`src/rtl/segment_sequencer.sv`:
```
// segment_sequencer
// Drives the active segment and the read index for one sample stream. It
// generalises the two-segment modulation/STM settings to NUM_SEGMENTS segments.
// Each segment has its own last valid index (CYCLE) and a loop count (REP).
// Segment changes are requested with UPDATE and use one of four transition
// modes: immediate, index-wrap-synchronous, system-time and GPIO-triggered.
//
// Ports:
//   CLK, RST_N        system clock, asynchronous active-low reset
//   UPDATE            one-cycle pulse latching REQ_SEGMENT/TRANSITION_MODE/
//                     TRANSITION_VALUE/REP
//   REQ_SEGMENT       requested segment
//   TRANSITION_MODE   0 immediate, 1 sync-to-wrap, 2 system time, 3 GPIO
//   TRANSITION_VALUE  target system time for mode 2
//   REP               loop count of the new segment (0 = once, all-ones = forever)
//   CYCLE             last valid index per segment, segment k at [k*CYCLE_W +: CYCLE_W]
//   TICK              sample-advance strobe
//   SYS_TIME          synchronised system time
//   GPIO_IN           asynchronous trigger input
//   SEGMENT, IDX      active segment and read index
//   PENDING           a transition is waiting for its condition
//   STOP              loop count exhausted, index frozen
//
// Configuration macro: SEGMENT_SEQ_GPIO_TRIGGER_EN adds the GPIO transition
// mode with its synchroniser and edge detector. Without the macro, an UPDATE
// with mode 3 is ignored and GPIO_IN is unused.

module segment_sequencer #(
    parameter int NUM_SEGMENTS = 4,
    parameter int SEG_W        = $clog2(NUM_SEGMENTS),
    parameter int CYCLE_W      = 16,
    parameter int REP_W        = 32
) (
    input  logic                            CLK,
    input  logic                            RST_N,
    input  logic                            UPDATE,
    input  logic [SEG_W-1:0]                REQ_SEGMENT,
    input  logic [1:0]                      TRANSITION_MODE,
    input  logic [63:0]                     TRANSITION_VALUE,
    input  logic [REP_W-1:0]                REP,
    input  logic [NUM_SEGMENTS*CYCLE_W-1:0] CYCLE,
    input  logic                            TICK,
    input  logic [63:0]                     SYS_TIME,
    input  logic                            GPIO_IN,
    output logic [SEG_W-1:0]                SEGMENT,
    output logic [CYCLE_W-1:0]              IDX,
    output logic                            PENDING,
    output logic                            STOP
);

    localparam logic [1:0] MODE_IMMEDIATE = 2'd0;
    localparam logic [1:0] MODE_SYNC_IDX  = 2'd1;
    localparam logic [1:0] MODE_SYS_TIME  = 2'd2;
    localparam logic [1:0] MODE_GPIO      = 2'd3;

    typedef enum logic [1:0] {
        ST_RUN,
        ST_WAIT,
        ST_STOPPED
    } state_t;

    state_t             state;
    logic               update_q;
    logic [SEG_W-1:0]   req_seg_q;
    logic [1:0]         mode_q;
    logic [63:0]        value_q;
    logic [REP_W-1:0]   rep_q;
    logic [REP_W-1:0]   rep_cnt;
    logic               tick_q;
    logic               time_ok;
    logic               gpio_rise;
    logic               mode_ok;
    logic               update_valid;
    logic [CYCLE_W-1:0] cycle_cur;
    logic               wrap;
    logic               cond_met;
    logic               do_switch;

`ifdef SEGMENT_SEQ_GPIO_TRIGGER_EN
    logic gpio_s1;
    logic gpio_s2;
    logic gpio_s3;

    // Two-flop synchroniser followed by a registered rising-edge detector.
    // A level held high produces a single pulse.
    always_ff @(posedge CLK or negedge RST_N) begin
        if (!RST_N) begin
            gpio_s1   <= 1'b0;
            gpio_s2   <= 1'b0;
            gpio_s3   <= 1'b0;
            gpio_rise <= 1'b0;
        end else begin
            gpio_s1   <= GPIO_IN;
            gpio_s2   <= gpio_s1;
            gpio_s3   <= gpio_s2;
            gpio_rise <= gpio_s2 & ~gpio_s3;
        end
    end

    assign mode_ok = 1'b1;
`else
    logic unused_gpio;

    assign unused_gpio = GPIO_IN;
    assign gpio_rise   = 1'b0;
    assign mode_ok     = (TRANSITION_MODE != MODE_GPIO);
`endif

    // Out-of-range segments (and GPIO mode when it is not built) are dropped
    // before anything is latched, so the existing request survives.
    assign update_valid = UPDATE && (int'(REQ_SEGMENT) < NUM_SEGMENTS) && mode_ok;

    assign cycle_cur = CYCLE[int'(SEGMENT)*CYCLE_W +: CYCLE_W];
    // ">=" rather than "==" so that an index stranded above a shrunken CYCLE wraps.
    assign wrap      = (IDX >= cycle_cur);

    // Input stage: request latch, tick and time comparison are all registered,
    // so every decision in the main FSM is one edge behind its inputs.
    always_ff @(posedge CLK or negedge RST_N) begin
        if (!RST_N) begin
            update_q  <= 1'b0;
            req_seg_q <= '0;
            mode_q    <= MODE_IMMEDIATE;
            value_q   <= '0;
            rep_q     <= '1;
            tick_q    <= 1'b0;
            time_ok   <= 1'b0;
        end else begin
            update_q <= update_valid;
            tick_q   <= TICK;
            time_ok  <= (SYS_TIME >= value_q);
            if (update_valid) begin
                req_seg_q <= REQ_SEGMENT;
                mode_q    <= TRANSITION_MODE;
                value_q   <= TRANSITION_VALUE;
                rep_q     <= REP;
            end
        end
    end

    // Transition condition for the pending request. A stopped stream
    // has nothing left to wrap, so sync mode then takes the next tick.
    always_comb begin
        cond_met = 1'b0;
        case (mode_q)
            MODE_SYNC_IDX: cond_met = tick_q && (STOP || wrap);
            MODE_SYS_TIME: cond_met = time_ok;
            MODE_GPIO:     cond_met = gpio_rise;
            default:       cond_met = 1'b0;
        endcase
    end

    // A fresh update outranks an old pending condition. An immediate update
    // also outranks a coincident tick.
    assign do_switch = update_q ? (mode_q == MODE_IMMEDIATE)
                                : ((state == ST_WAIT) && cond_met);

    always_ff @(posedge CLK or negedge RST_N) begin
        if (!RST_N) begin
            state   <= ST_RUN;
            SEGMENT <= '0;
            IDX     <= '0;
            PENDING <= 1'b0;
            STOP    <= 1'b0;
            rep_cnt <= '1;
        end else if (do_switch) begin
            state   <= ST_RUN;
            SEGMENT <= req_seg_q;
            IDX     <= '0;
            rep_cnt <= rep_q;
            STOP    <= 1'b0;
            PENDING <= 1'b0;
        end else begin
            if (update_q) begin
                state   <= ST_WAIT;
                PENDING <= 1'b1;
            end
            if (tick_q && !STOP) begin
                if (wrap) begin
                    if (rep_cnt == '0) begin
                        STOP <= 1'b1;
                        IDX  <= cycle_cur;
                        if (!update_q && state == ST_RUN) begin
                            state <= ST_STOPPED;
                        end
                    end else begin
                        IDX <= '0;
                        if (rep_cnt != '1) begin
                            rep_cnt <= rep_cnt - REP_W'(1);
                        end
                    end
                end else begin
                    IDX <= IDX + CYCLE_W'(1);
                end
            end
        end
    end

endmodule

```
`config.mk`:
```
export PLATFORM = sky130hd
export DESIGN_NAME = segment_sequencer
export DESIGN_NICKNAME = d
export VERILOG_FILES = /design/src/rtl/segment_sequencer.sv
export SDC_FILE = /design/constraint.sdc
export NUM_CORES = 1
export LEC_CHECK = 0
export ABC_AREA = 1
export CAP_MARGIN = 20
export CORE_AREA = 2 2 209 108
export CTS_CLUSTER_SIZE = 40
export DETAILED_ROUTE_END_ITERATION = 7
export DIE_AREA = 0 0 211 110
export PLACE_DENSITY_LB_ADDON = 0.25
export RECOVER_POWER = 50
export SYNTH_ARGS = -nofsm -noshare
export SYNTH_HDL_FRONTEND = slang
export SYNTH_SLANG_ARGS = --single-unit
```
`constraint.sdc`:
```
create_clock -name CLK -period 3.55 [get_ports CLK]
set_clock_uncertainty 0.15 [all_clocks]
set_input_delay 0.355 -clock CLK [delete_from_list [all_inputs] [get_ports CLK]]
set_output_delay 0.355 -clock CLK [all_outputs]
set_load 0.01 [all_outputs]
```
==> results by group <==
Setup path
  – Crit Path Category: reg -> reg
  – Crit-path cells: buf_4 > nand2_1 > a32o_1 > ha_1 > a21oi_1 > o21ai_1 > a21oi_1 > buf_4 > nand3_1 > nand2_1 > nand2_1 > nand3_1 > buf_4 > nand3_4 > inv_2 > nand2_1 > o31ai_1
  – Worst setup SP type: flip-flop
  – CP Capture Type: flip-flop
  – CP max FO: 23
  – CP max stage cell: dfrtp_1
  – CP max stage delay: 0.40 ns
  – CP Data Required Time: 3.72 ns
  – Crit-path most repeated cell: nand2_1
  – Worst Path Arrival: 3.42 ns

GRT
  – Antenna violations before repair: 1
  – Vias in the first global route: 9567
  – Grt total ovfl: 0
  – All-Layer GR Usage: 0.2705
  – Largest net degree at the start of global routing: 102
  – First-pass GRT wire length: 49200 um

Synthesis
  – Ranking of synthesized cells by area: dfrtp_1 23%, nand2_1 18%, dfstp_2 16%, ha_1 10%, inv_1 4.5%
  – Synthesized area per cell: 7.535 um2
  – Fraction of registers with async set/reset: 1.000
  – Largest area contributor in the netlist: dfrtp_1
  – Sequential element share of the synthesized area: 0.3881
  – Mapped Nets: 1690
  – Synth cell types: 47
  – Ys flop type: dfrtp_1
  – Mapped Area: 10330 um2
  – Share of the synthesized area in the top cell type: 0.2253
  – Mapped Cells: 1371
  – Yosys synthesis warning count: 0
  – EDFF count, synth: 0
  – Seq cells post-synth: 157

Clock tree
  – H-tree levels: 4
  – Clock sink total: 157
  – CTS root buffer: clkbuf_16
  – Clk pin slew, worst setup/hold paths: 0.07 ns
  – Num CTS Buffers: 17
  – Max Root-Sink Buffers: 2
  – Clock latency on the worst-skew pair: 0.43 ns
  – CTS tree: built

STA
  – Relative slew margins: 0.01956
  – Unrepaired setup endpoints after global routing: no
  – Worst-Margin Slew: 1.471 ns
  – Final number of hold-violating endpoints: 0
  – Worst Slack Setup Final: 0.3061 ns
  – Slew Limit Fails: 0
  – Setup Viol. Count Final: 0
  – Setup TNS: 0 ns
  – Fin crit period: 3.244 ns
  – F_max: 308.3 MHz
  – Fin crit share: 0.9138

Drt
  – WL final: 30530 um
  – Vias per std cell: 5.228
  – Drt pass-1 iters: 6
  – Routed length per instance: 16.02 um
  – Antenna-violating nets left: 0
  – Residual DRC: 0
  – Iteration-0 DRC Markers: 772
  – Via count: 9959

Power and ir drop
  – Tot Pwr: 8110 uW
  – Leakage: 0.006552 uW
  – Maximum VDD drop: 0.4518 mV
  – Power Density: 587.5 nW/um2

Floorplan
  – Die Width: 211 um
  – Core Footprint: 21350 um2
  – Die ar.: 23210 um2
  – Starting Density: 0.4839
  – Rows: 38
  – Die Ht: 110 um
  – # IOs: 253

Layout
  – Area Overhead vs Synth: 33.64%
  – Layout cells sized above 1: 0.09421
  – Most common cell after layout, fill and taps aside: nand2_1
  – Commonest non-fill, non-tap cells in the layout: 507 x nand2_1, 248 x clkdlybuf4s50_1, 122 x inv_1
  – Nets: 1930
  – Area of all placed cells without fillers: 13800 um2

Placement
  – Placement Setup Slack: 0.1186 ns
  – GPL Wtd Cong: 0.9156
  – Port bufs: 251
  – Area after DPL: 13160 um2
  – Dpl hpwl: 23260 um

Flow run
  – Max-Cap Viols: 0

Hold path
  – Worst hold-check path type: in -> reg

Outcome
  – Status: completed
## sequential cells by signal, indices dropped and copies added (netlist names)
name	cells
value_q	64
rep_cnt	32
rep_q	32
IDX	16
SEGMENT	2
mode_q	2
req_seg_q	2
state	2
PENDING	1
STOP	1
tick_q	1
time_ok	1
update_q	1
## cell type report
class,instances,area [um2]
Sequential cell,157,4009
Timing Repair Buffer,275,2781
Fill cell,1842,7543
Clock inverter,14,157.7
Tap cell,280,350.3
Multi-Input combinational cell,1032,5582
Inverter,128,483.0
Clock buffer,18,439.2
Antenna cell,1,2.502
## synth_stat cells, types with 14 or more instances
library cell / number
nand2_1: 507
inv_1: 123
dfrtp_1: 93
o21ai_0: 91
ha_1: 86
nor2_1: 68
dfstp_2: 64
a21oi_1: 61
nand3_1: 60
clkbuf_1: 35
xor2_1: 29
nand4_1: 21
nor3_1: 14
## worst max-delay path, delay by kind of cell, from the launching register on
family                     cells  cell delay (ns)
adders and majority gates      1             0.31
AOI/OAI and AO/OA              5             0.79
DFF                            1             0.40
and+or+nand+nor                7             0.56
buffers and inverters          4             0.90
## per-layer routing
layer	vias up	track usage	share of wire	routed length, um
met5	-	0	0	0
met4	0	0.06036	0.012	363
met3	25	0.06941	0.094	2857
met2	377	0.4135	0.42	12740
met1	4623	0.3869	0.48	14560
li1	4934	-	-	-
## report_power, final
part,internal (uW),switching (uW)
registers,2270,372
clock network,1070,822
logic,1480,2100
## cell families after synthesis
group,share of synthesized area
simple gates,0.2911
xor+xnor,0.03476
flops,0.3881
compound gates,0.1089
buf+inv,0.07304
fa+ha+maj,0.1042
## metrics by stage
stage | instances | utilization | hold WS, ns
5_1_grt | 1905 | 0.6466 | 0.2715
3_5_place_dp | 1870 | 0.6166 | 0.2083
3_3_place_gp | 1870 | 0.6166 | 0.2025
4_1_cts | 1903 | 0.6450 | 0.1998
2_1_floorplan | 1371 | - | -0.09059
6_report | 1905 | 0.6466 | 0.2735
## final timing paths
| kind | start | cells past startpoint | endpoint | slack (ns) |
|---|---|---|---|---|
| min in group asynchronous | RST_N | 2 | value_q[39]$_DFFE_PN0P_ | 0.66 |
| min | REP[31] | 3 | rep_q[31]$_DFFE_PN1P_ | 0.27 |
| max in group asynchronous | RST_N | 3 | rep_q[27]$_DFFE_PN1P_ | 1.37 |
| max reg2reg | SEGMENT[0]$_DFFE_PN0P_ | 17 | IDX[0]$_DFFE_PN0P_ | 0.31 |
| min reg2reg | rep_q[26]$_DFFE_PN1P_ | 2 | rep_q[26]$_DFFE_PN1P_ | 0.32 |
| max | SEGMENT[0]$_DFFE_PN0P_ | 17 | IDX[0]$_DFFE_PN0P_ | 0.31 |
## repair_timing
| item | in CTS | in global routing |
|---|---|---|
| endpoints found under the hold margin | 20 | 0 |
| endpoints found under the setup margin | 0 | 22 |
| hold buffers | 1 | 0 |
| gates resized for setup | 0 | 3 |
| buffers inserted | 0 | 1 |
Power figures use the tool's default switching activity.
